File: src/rtl/bp_me_io_cmd_arbiter.sv
// Purpose: arbitrates num_ch_p IO command sources onto one link; an in-order tag FIFO routes each response back to its source.
// Latency: a grant (cmd_yumi_o) is followed 1 cycle later by cmd_v_o; responses are routed combinationally.
// Backpressure: single-entry output register waits on cmd_ready_i; grants stop at max_outstanding_p in flight; a response is held until its owner is ready.
// Optional macro BP_ME_IO_ARB_STATS_EN adds grant_count_o and full_stall_o counters.
module bp_me_io_cmd_arbiter #(
  parameter int num_ch_p          = 2,
  parameter int cmd_width_p       = 128,
  parameter int resp_width_p      = 128,
  parameter int max_outstanding_p = 8,
  parameter int rr_mode_p         = 1
) (
  input  logic                                   clk_i,
  input  logic                                   reset_n_i,
  input  logic [num_ch_p*cmd_width_p-1:0]        cmd_i,
  input  logic [num_ch_p-1:0]                    cmd_v_i,
  output logic [num_ch_p-1:0]                    cmd_yumi_o,
  output logic [cmd_width_p-1:0]                 cmd_o,
  output logic                                   cmd_v_o,
  input  logic                                   cmd_ready_i,
  input  logic [resp_width_p-1:0]                resp_i,
  input  logic                                   resp_v_i,
  output logic                                   resp_yumi_o,
  output logic [resp_width_p-1:0]                resp_o,
  output logic [num_ch_p-1:0]                    resp_v_o,
  input  logic [num_ch_p-1:0]                    resp_ready_i,
  output logic [$clog2(max_outstanding_p+1)-1:0] outstanding_o,
  output logic                                   error_o
`ifdef BP_ME_IO_ARB_STATS_EN
  ,
  output logic [num_ch_p*32-1:0]                 grant_count_o,
  output logic [31:0]                            full_stall_o
`endif
);

  localparam int tag_w_lp = (num_ch_p > 1) ? $clog2(num_ch_p) : 1;
  localparam int ptr_w_lp = (max_outstanding_p > 1) ? $clog2(max_outstanding_p) : 1;
  localparam int cnt_w_lp = $clog2(max_outstanding_p + 1);

  logic [tag_w_lp-1:0] rr_ptr_r;
  logic [tag_w_lp-1:0] tag_mem [max_outstanding_p];
  logic [ptr_w_lp-1:0] wr_ptr_r;
  logic [ptr_w_lp-1:0] rd_ptr_r;
  logic [cnt_w_lp-1:0] count_r;
  logic                error_r;

  logic                slot_open;
  logic                fifo_empty;
  logic                fifo_full;
  logic                grant_found;
  logic                grant_v;
  logic                resp_pop;
  logic [tag_w_lp-1:0] grant_idx;
  logic [tag_w_lp-1:0] cand;
  logic [tag_w_lp-1:0] head_tag;

  // Wrap a FIFO pointer at the configured depth, which need not be a power of two.
  function automatic logic [ptr_w_lp-1:0] ptr_inc(input logic [ptr_w_lp-1:0] p);
    if (p == ptr_w_lp'(max_outstanding_p - 1)) return '0;
    else return p + 1'b1;
  endfunction

  assign slot_open     = ~cmd_v_o | cmd_ready_i;
  assign fifo_empty    = (count_r == '0);
  assign fifo_full     = (count_r == cnt_w_lp'(max_outstanding_p));
  assign head_tag      = tag_mem[rd_ptr_r];
  assign outstanding_o = count_r;
  assign error_o       = error_r;
  assign resp_o        = resp_i;

  // Pick the winning channel: round-robin starts one past the last winner, fixed priority starts at 0.
  always_comb begin
    grant_idx   = '0;
    grant_found = 1'b0;
    cand        = '0;
    for (int i = 0; i < num_ch_p; i++) begin
      if (rr_mode_p != 0) cand = tag_w_lp'((int'(rr_ptr_r) + 1 + i) % num_ch_p);
      else                cand = tag_w_lp'(i);
      if (!grant_found && cmd_v_i[cand]) begin
        grant_found = 1'b1;
        grant_idx   = cand;
      end
    end
  end

  // Gating with reset_n_i keeps the combinational handshakes quiet while reset is held.
  assign grant_v  = reset_n_i & slot_open & ~fifo_full & grant_found;
  assign resp_pop = reset_n_i & resp_v_i & ~fifo_empty & resp_ready_i[head_tag];
  assign resp_yumi_o = resp_pop;

  // One-hot accept to the granted source.
  always_comb begin
    cmd_yumi_o = '0;
    if (grant_v) cmd_yumi_o[grant_idx] = 1'b1;
  end

  // Present the incoming response only to the channel that issued the oldest in-flight command.
  always_comb begin
    resp_v_o = '0;
    if (reset_n_i && resp_v_i && !fifo_empty) resp_v_o[head_tag] = 1'b1;
  end

  // Output register: reload on grant, otherwise drop valid once the held command transfers.
  always_ff @(posedge clk_i or negedge reset_n_i) begin
    if (!reset_n_i) begin
      cmd_v_o <= 1'b0;
      cmd_o   <= '0;
    end else if (slot_open) begin
      cmd_v_o <= grant_v;
      if (grant_v) cmd_o <= cmd_i[int'(grant_idx)*cmd_width_p +: cmd_width_p];
    end
  end

  // Round-robin pointer remembers the last winner; reset value makes channel 0 first.
  always_ff @(posedge clk_i or negedge reset_n_i) begin
    if (!reset_n_i) rr_ptr_r <= tag_w_lp'(num_ch_p - 1);
    else if (grant_v) rr_ptr_r <= grant_idx;
  end

  // Tag storage needs no reset: entries are only read while the count says they are valid.
  always_ff @(posedge clk_i) begin
    if (grant_v) tag_mem[wr_ptr_r] <= grant_idx;
  end

  // Tag FIFO pointers and in-flight count; a simultaneous push and pop leaves the count unchanged.
  always_ff @(posedge clk_i or negedge reset_n_i) begin
    if (!reset_n_i) begin
      wr_ptr_r <= '0;
      rd_ptr_r <= '0;
      count_r  <= '0;
    end else begin
      if (grant_v)  wr_ptr_r <= ptr_inc(wr_ptr_r);
      if (resp_pop) rd_ptr_r <= ptr_inc(rd_ptr_r);
      case ({grant_v, resp_pop})
        2'b10:   count_r <= count_r + 1'b1;
        2'b01:   count_r <= count_r - 1'b1;
        default: count_r <= count_r;
      endcase
    end
  end

  // Sticky flag for a response that has no command to match it; the response itself is held.
  always_ff @(posedge clk_i or negedge reset_n_i) begin
    if (!reset_n_i) error_r <= 1'b0;
    else if (resp_v_i && fifo_empty) error_r <= 1'b1;
  end

`ifdef BP_ME_IO_ARB_STATS_EN
  // Saturating per-channel grant counters and a counter of cycles lost to a full tag FIFO.
  always_ff @(posedge clk_i or negedge reset_n_i) begin
    if (!reset_n_i) begin
      grant_count_o <= '0;
      full_stall_o  <= '0;
    end else begin
      for (int k = 0; k < num_ch_p; k++) begin
        if (cmd_yumi_o[k] && (grant_count_o[k*32 +: 32] != 32'hFFFF_FFFF))
          grant_count_o[k*32 +: 32] <= grant_count_o[k*32 +: 32] + 32'd1;
      end
      if ((|cmd_v_i) && slot_open && fifo_full && (full_stall_o != 32'hFFFF_FFFF))
        full_stall_o <= full_stall_o + 32'd1;
    end
  end
`endif

endmodule
File: config.mk
export PLATFORM = sky130hd
export DESIGN_NAME = bp_me_io_cmd_arbiter
export DESIGN_NICKNAME = d
export VERILOG_FILES = /design/src/rtl/bp_me_io_cmd_arbiter.sv
export SDC_FILE = /design/constraint.sdc
export NUM_CORES = 1
export LEC_CHECK = 0
export BUFFER_PORTS_ARGS = -buffer_cell sky130_fd_sc_hd__buf_2
export CORE_AREA = 8 8 250 252
export CTS_CLUSTER_SIZE = 25
export DETAILED_ROUTE_END_ITERATION = 8
export DIE_AREA = 0 0 258 260
export PLACE_DENSITY = 0.32
export SLEW_MARGIN = 20
export SYNTH_ARGS = -nofsm -noshare
export SYNTH_HDL_FRONTEND = slang
export SYNTH_SLANG_ARGS = --single-unit
export TNS_END_PERCENT = 10
File: constraint.sdc
create_clock -name clk_i -period 3.3 [get_ports clk_i]
set_clock_uncertainty 0.2 [all_clocks]
set_input_delay 0.165 -clock clk_i [delete_from_list [all_inputs] [get_ports clk_i]]
set_output_delay 0.165 -clock clk_i [all_outputs]
set_load 0.01 [all_outputs]
* After elaboration in Yosys (flattened, before gate mapping)
Memories as Yosys holds them, arrays and structs flattened. Index checks and enable logic that the tools add are counted.
Storage, ports and cells: bits in registers 141, bits in writable memories 8, bits of input ports 392, memories 1
Memories:
- tag_mem | words 8, width 1, read ports 1, clocked after memory_dff 0, wr ports 1, line 40 | logic [tag_w_lp-1:0] tag_mem [max_outstanding_p];
Cells by class: $add $sub $neg 6, order comparisons 6, equality and inequality tests 5, shifts and indexed selects 1, multiplexer cells 21, bitwise logic cells 10, reductions and logical operators 11
Operator list (number):
- 256-bit by 9-bit variable part select with 128-bit output | 1
- 1-bit 2-to-1 mux | 14
- 1-bit by 2-bit < comparator with 1-bit output, second input constant | 4
- 4-bit one-hot mux with 2 select lines | 1
- 3-bit by 1-bit adder with 3-bit output, second input constant | 2
- 1-bit AND | 6
- 3-bit == test, second input constant | 2
- 1-bit logical AND | 6
- 3-bit 2-to-1 mux | 2
- 4-bit by 1-bit adder with 4-bit output, second input constant | 1
- 4-bit == test, second input constant | 1
- 4-bit logical NOT | 1
- 2-bit 2-to-1 mux | 2
- 4-bit by 1-bit subtractor with 4-bit output, second input constant | 1
- 1-bit inverter | 3
- 1-bit adder, second input constant | 2
- 1-bit demux with 1-bit select | 2
- 2-bit by 1-bit == test with 1-bit output, second input constant | 1
- 2-bit == test, second input constant | 1
- 1-bit greater-or-equal comparator, second input constant | 2
- 1-bit logical NOT | 2
- 2-bit AND reduction | 1
- 2-bit nonzero test | 1
- 1-bit OR | 1

* Longest topological paths before layout
depth in word-level cells 12, mapped depth 12, mapped depth without buffers 10

* Worst setup path before layout
OpenSTA, ideal clock, no wires.
path kind reg2reg, start register count_r[1] (netlist: outstanding_o[1]), end register count_r[2] (netlist: outstanding_o[2]), setup time 130 ps, arrival 2574 ps, data required time 2970 ps, slack 396 ps, stages on the path, launching flop included 13, path buffers 2, clock period less this slack 2904 ps, path through dfrtp_1 -> or4b_1 -> o2111a_2 -> inv_2 -> buf_6 -> buf_2 -> ha_1 -> xor2_1 -> ha_1 -> a21oi_1 -> xor2_1 -> nor2_1 -> xor2_1
Between the ends: word-level cells in the longest chain between the ends 6, elaborated cells on any way between the ends 14, classes of those cells add/sub (2); eq/ne (3); mux (1); bitwise (6); reduce/logical (2)
Ends and longest elaborated chain:
- start, declared | line 43 | logic [cnt_w_lp-1:0] count_r;
- start signal, assigned | line 134 | 2'b10: count_r <= count_r + 1'b1;
- start signal, assigned | line 135 | 2'b01: count_r <= count_r - 1'b1;
- start signal, assigned | line 136 | default: count_r <= count_r;
- 4-bit == test / 4-bit logical NOT (equally long branches) | line 64, 63
- 1-bit inverter, on equally long branches | line 86, 87
- 1-bit AND, on equally long branches (2 in a row) | line 86, 87
- 2-bit by 1-bit == test with 1-bit output / 2-bit == test (equally long branches) | line 133 | case ({grant_v, resp_pop})
- 4-bit one-hot mux with 2 select lines / 2-bit nonzero test (equally long branches)
Parallel ways exist; a longest one is shown, timed or not. A chain may end at the register's enable or synchronous reset.

* Worst setup path after layout
start register rd_ptr_r[0], end register count_r[2] (netlist: outstanding_o[2])
Between the ends: word-level cells in the longest chain between the ends 6, elaborated cells on any way between the ends 8, classes of those cells eq/ne (2); mux (3); bitwise (1); reduce/logical (1); memory (1)
Ends and longest elaborated chain:
- start, declared | line 42 | logic [ptr_w_lp-1:0] rd_ptr_r;
- start signal, assigned | line 132 | if (resp_pop) rd_ptr_r <= ptr_inc(rd_ptr_r);
- memory read 8 x 1 bit (*)
- 1-bit 2-to-1 mux (implied by the code) (*) (2 in a row) | line 87 | assign resp_pop = reset_n_i & resp_v_i & ~fifo_empty & resp_ready_i[head_tag];
- 1-bit AND (*) | line 87
- 2-bit by 1-bit == test with 1-bit output / 2-bit == test (equally long branches) | line 133
- 4-bit one-hot mux with 2 select lines / 2-bit nonzero test (equally long branches)
Every way passes the cells marked *; elsewhere a longest branch is shown, timed or not. The select of a mux whose other input is x is not followed.

==> impl_metrics.yaml <==
run_status:
  status: "complete, no violations"
synth:
  synthesis.area_sq_um: 7990
  synthesis.nets: 1176
  synth_edf_count: 8
  synthArstFlopShare_pct: 94.6
  syn_area_per_cell_sq_um: 10.3
  yosysSeqAreaShare_pct: 47.2
  synth_cell_type_count: 41
  yosys_warnings: 0
  ys_top_cells_by_area: "dfrtp_1 (44%), mux2i_1 (16%), buf_4 (12%)"
  synthCells: 777
  synth_flop_cell: "dfrtp_1"
  synth.most_common_cell: "dfrtp_1"
  yosysTopAreaCellShare_pct: 43.9
  ys_ff_latch: 149
  synth_top_area_cell: "dfrtp_1"
  ys_top_cells_by_count: "dfrtp_1 (140), nand2_1 (137), buf_4 (129), mux2i_1 (128), o21ai_1 (104)"
setup_path:
  crit_type: "flop to flop"
  cp.required_ns: 3.44
  cp.arrival_ns: 3.17
  start_kind: "flop"
  crit_start: "rd_ptr_r[0]"
  reg2reg_slack_ns: 0.27
  critPathCaptureType: "flop"
  cp_max_fo: 6
  r2r-start: "rd_ptr_r[0]"
  rr_worst_depth: 10
placed_design:
  dp_cells: 1787
  dp_hpwl_mm: 21.0
  place.gp.congestion: 0.693
  io_buffers: 402
sta:
  maxSlewViolCount: 0
  setup_violations: 0
  fin_crit_ns: 3.03
  fmax_ghz: 0.330
  post-route-period-util_pct: 91.8
  hold_viol_final: 0
  rsz0062_at_grt: "no"
  tns_ns: 0
  relSlewSlack_pct: 51.6
  tightest_slew_ns: 0.726
drt:
  drtIter0Drc: 195
  wl_mm: 27.7
  wl_per_cell_um: 13.3
  routed-via-count: 7136
  ant_nets: 0
  firstDrtPassIters: 4
  detail_route.vias_per_cell: 3.43
  post-route-drc-count: 0
finish:
  instances_no_fill: 2082
  regArea_sq_um: 3770
  multi_input_area_sq_um: 2950
  utilization_pct: 22.3
  nNetsFinal: 1694
  drive_gt1_share_pct: 34.2
  fillCellCount: 6408
  synthToLayoutAreaGrowth_pct: 63.2
power:
  p_clk_share_pct: 22.1
  p_sw_uw: 3320
  vdd_drop_max_uv: 382
  p_comb_share_pct: 41.8
  p_sw_share_pct: 37.2
  p_per_area_nw_per_um2: 685
  intPower_uw: 5610
  seqPwrFrac_pct: 36.1
  p_leak_uw: 0.00626
global_route:
  grt_max_degree: 154
  grt_pass1_vias: 7819
  antenna_found_initial: 0
  grt_pass1_wl_mm: 43.1
  overflow: 0
  grtUsageTotal_pct: 8.20
clock_network:
  clockRootBuffer: "clkbuf_16"
  cts_made_buffers: 17
  cts_buffer_depth: 2
  clkTransAtPathRegs_ns: 0.07
  cts_resized: 0
  clock_latency_ns: 0.46
  cts_tree: "yes"
  htree_levels: 4
  clock-sinks: 149
job:
  cap_viol_max_count: 0
floorplanning:
  die-area_sq_um: 67100
  ioPinCount: 659
  dieWidth_um: 258
  start_util_pct: 13.7
  rows: 89
  fp.dieH_um: 260
  core_sq_um: 58500
hold_path:
  min_from: "resp_ready_i[0]"
  min_path_type: "primary input to flop"
  hold_depth: 4
==> power by group through the flow <==
| stage | clock [uW] | combinational, uW | sequential, uW |
|---|---|---|---|
| after global placement | 0 | 3450 | 3250 |
| after CTS | 2120 | 3860 | 3240 |
| after global routing | 2160 | 4190 | 3360 |
| final | 1970 | 3740 | 3220 |
| after floorplan | 0 | 1630 | 3650 |
| after detailed placement | 0 | 3450 | 3250 |
==> logic make-up after synthesis <==
kind of cell / after synthesis / share of synthesized area [%]
AOI/OAI and AO/OA: 139 / 9.09
xor gates and xnor gates: 4 / 0.439
adders and majority gates: 7 / 1.10
buffers and inverters: 175 / 16.0
DFF: 149 / 47.2
muxes: 136 / 17.7
and+or+nand+nor: 167 / 8.49
==> registers in the layout, summed over array words and instances, names as in the netlist <==
signal / count
cmd_v_o: 1
error_o: 1
outstanding_o: 4
wr_ptr_r: 3
rd_ptr_r: 3
rr_ptr_r: 1
cmd_o: 128
tag_mem: 8
==> layout make-up <==
cell class	instances	share of cell area, %
multi-input cells	453	22.7
clock buffers	18	3.29
well taps	773	7.42
repair buffers	671	36.4
inverters	3	0.144
clock inverters	14	1.18
flip-flops and latches	149	28.9
diodes	1	0.0192
==> per-stage QoR <==
step           hold slack (ns)  power [uW]  setup WS (ns)  cell area, sq um
4_1_cts                 0.0159        9220          0.247             13000
5_1_grt                 0.0642        9710         0.0482             13000
2_1_floorplan           -0.331        5280          0.396              7990
6_report                0.0970        8930          0.269             13000
3_3_place_gp            -0.225        6690          0.234              9830
3_5_place_dp            -0.227        6700          0.252              9830
==> metal layers <==
metal / vias up / track usage, % / routed length [um]
li1: 3555 / - / -
met1: 3235 / 8.44 / 10500
met2: 309 / 13.9 / 14000
met3: 37 / 4.18 / 2440
met4: 0 / 3.77 / 778
met5: - / 0 / 0
==> worst max-delay path, stage by stage (launching register included) <==
cell and delay [ns]:
dfrtp_1 0.43, mux4_1 0.58, mux2_4 0.31, mux2i_4 0.28, ha_1 0.31, xor2_1 0.10
ha_1 0.19, a21oi_1 0.17, xor2_1 0.16, nor2_1 0.06, xor2_1 0.14
==> repair_timing <==
item	in CTS	in global routing
hold buffers	262	0
setup buffers	0	0
endpoints found under the hold margin	184	0
==> cell usage in the layout, fill, tap and decap left out, types with 2 or more instances in the layout <==
| cell type | netlist | final |
|---|---|---|
| buf_12 | 1 | 4 |
| inv_1 | 2 | 2 |
| mux2_1 | 3 | 3 |
| buf_2 | 5 | 401 |
| nand2b_1 | 5 | 5 |
| nand3_1 | 2 | 2 |
| dlygate4sd3_1 | 0 | 262 |
| bufinv_16 | 0 | 2 |
| a21o_1 | 3 | 3 |
| nand2_1 | 137 | 137 |
| o21ai_1 | 104 | 104 |
| clkinv_4 | 0 | 3 |
| a21oi_1 | 3 | 3 |
| and2_1 | 2 | 2 |
| mux2i_1 | 128 | 128 |
| xor2_1 | 3 | 3 |
| inv_6 | 0 | 2 |
| clkbuf_16 | 0 | 17 |
| nand4_1 | 2 | 2 |
| clkinvlp_4 | 0 | 6 |
| edfxtp_1 | 8 | 8 |
| mux4_1 | 2 | 2 |
| ha_1 | 7 | 7 |
| nor3_1 | 6 | 6 |
| o21ai_0 | 24 | 24 |
| dfrtp_1 | 140 | 140 |
| nor2_1 | 8 | 8 |
| buf_4 | 129 | 3 |
==> final timing paths <==
path                                    endpoint
worst max-delay path            outstanding_o[2]
worst min-delay path                 rd_ptr_r[0]
worst max register to register  outstanding_o[2]
worst min register to register          cmd_o[9]
max in group asynchronous              cmd_o[89]
min in group asynchronous               rr_ptr_r
No activity file was read; power rests on OpenSTA's default activity.
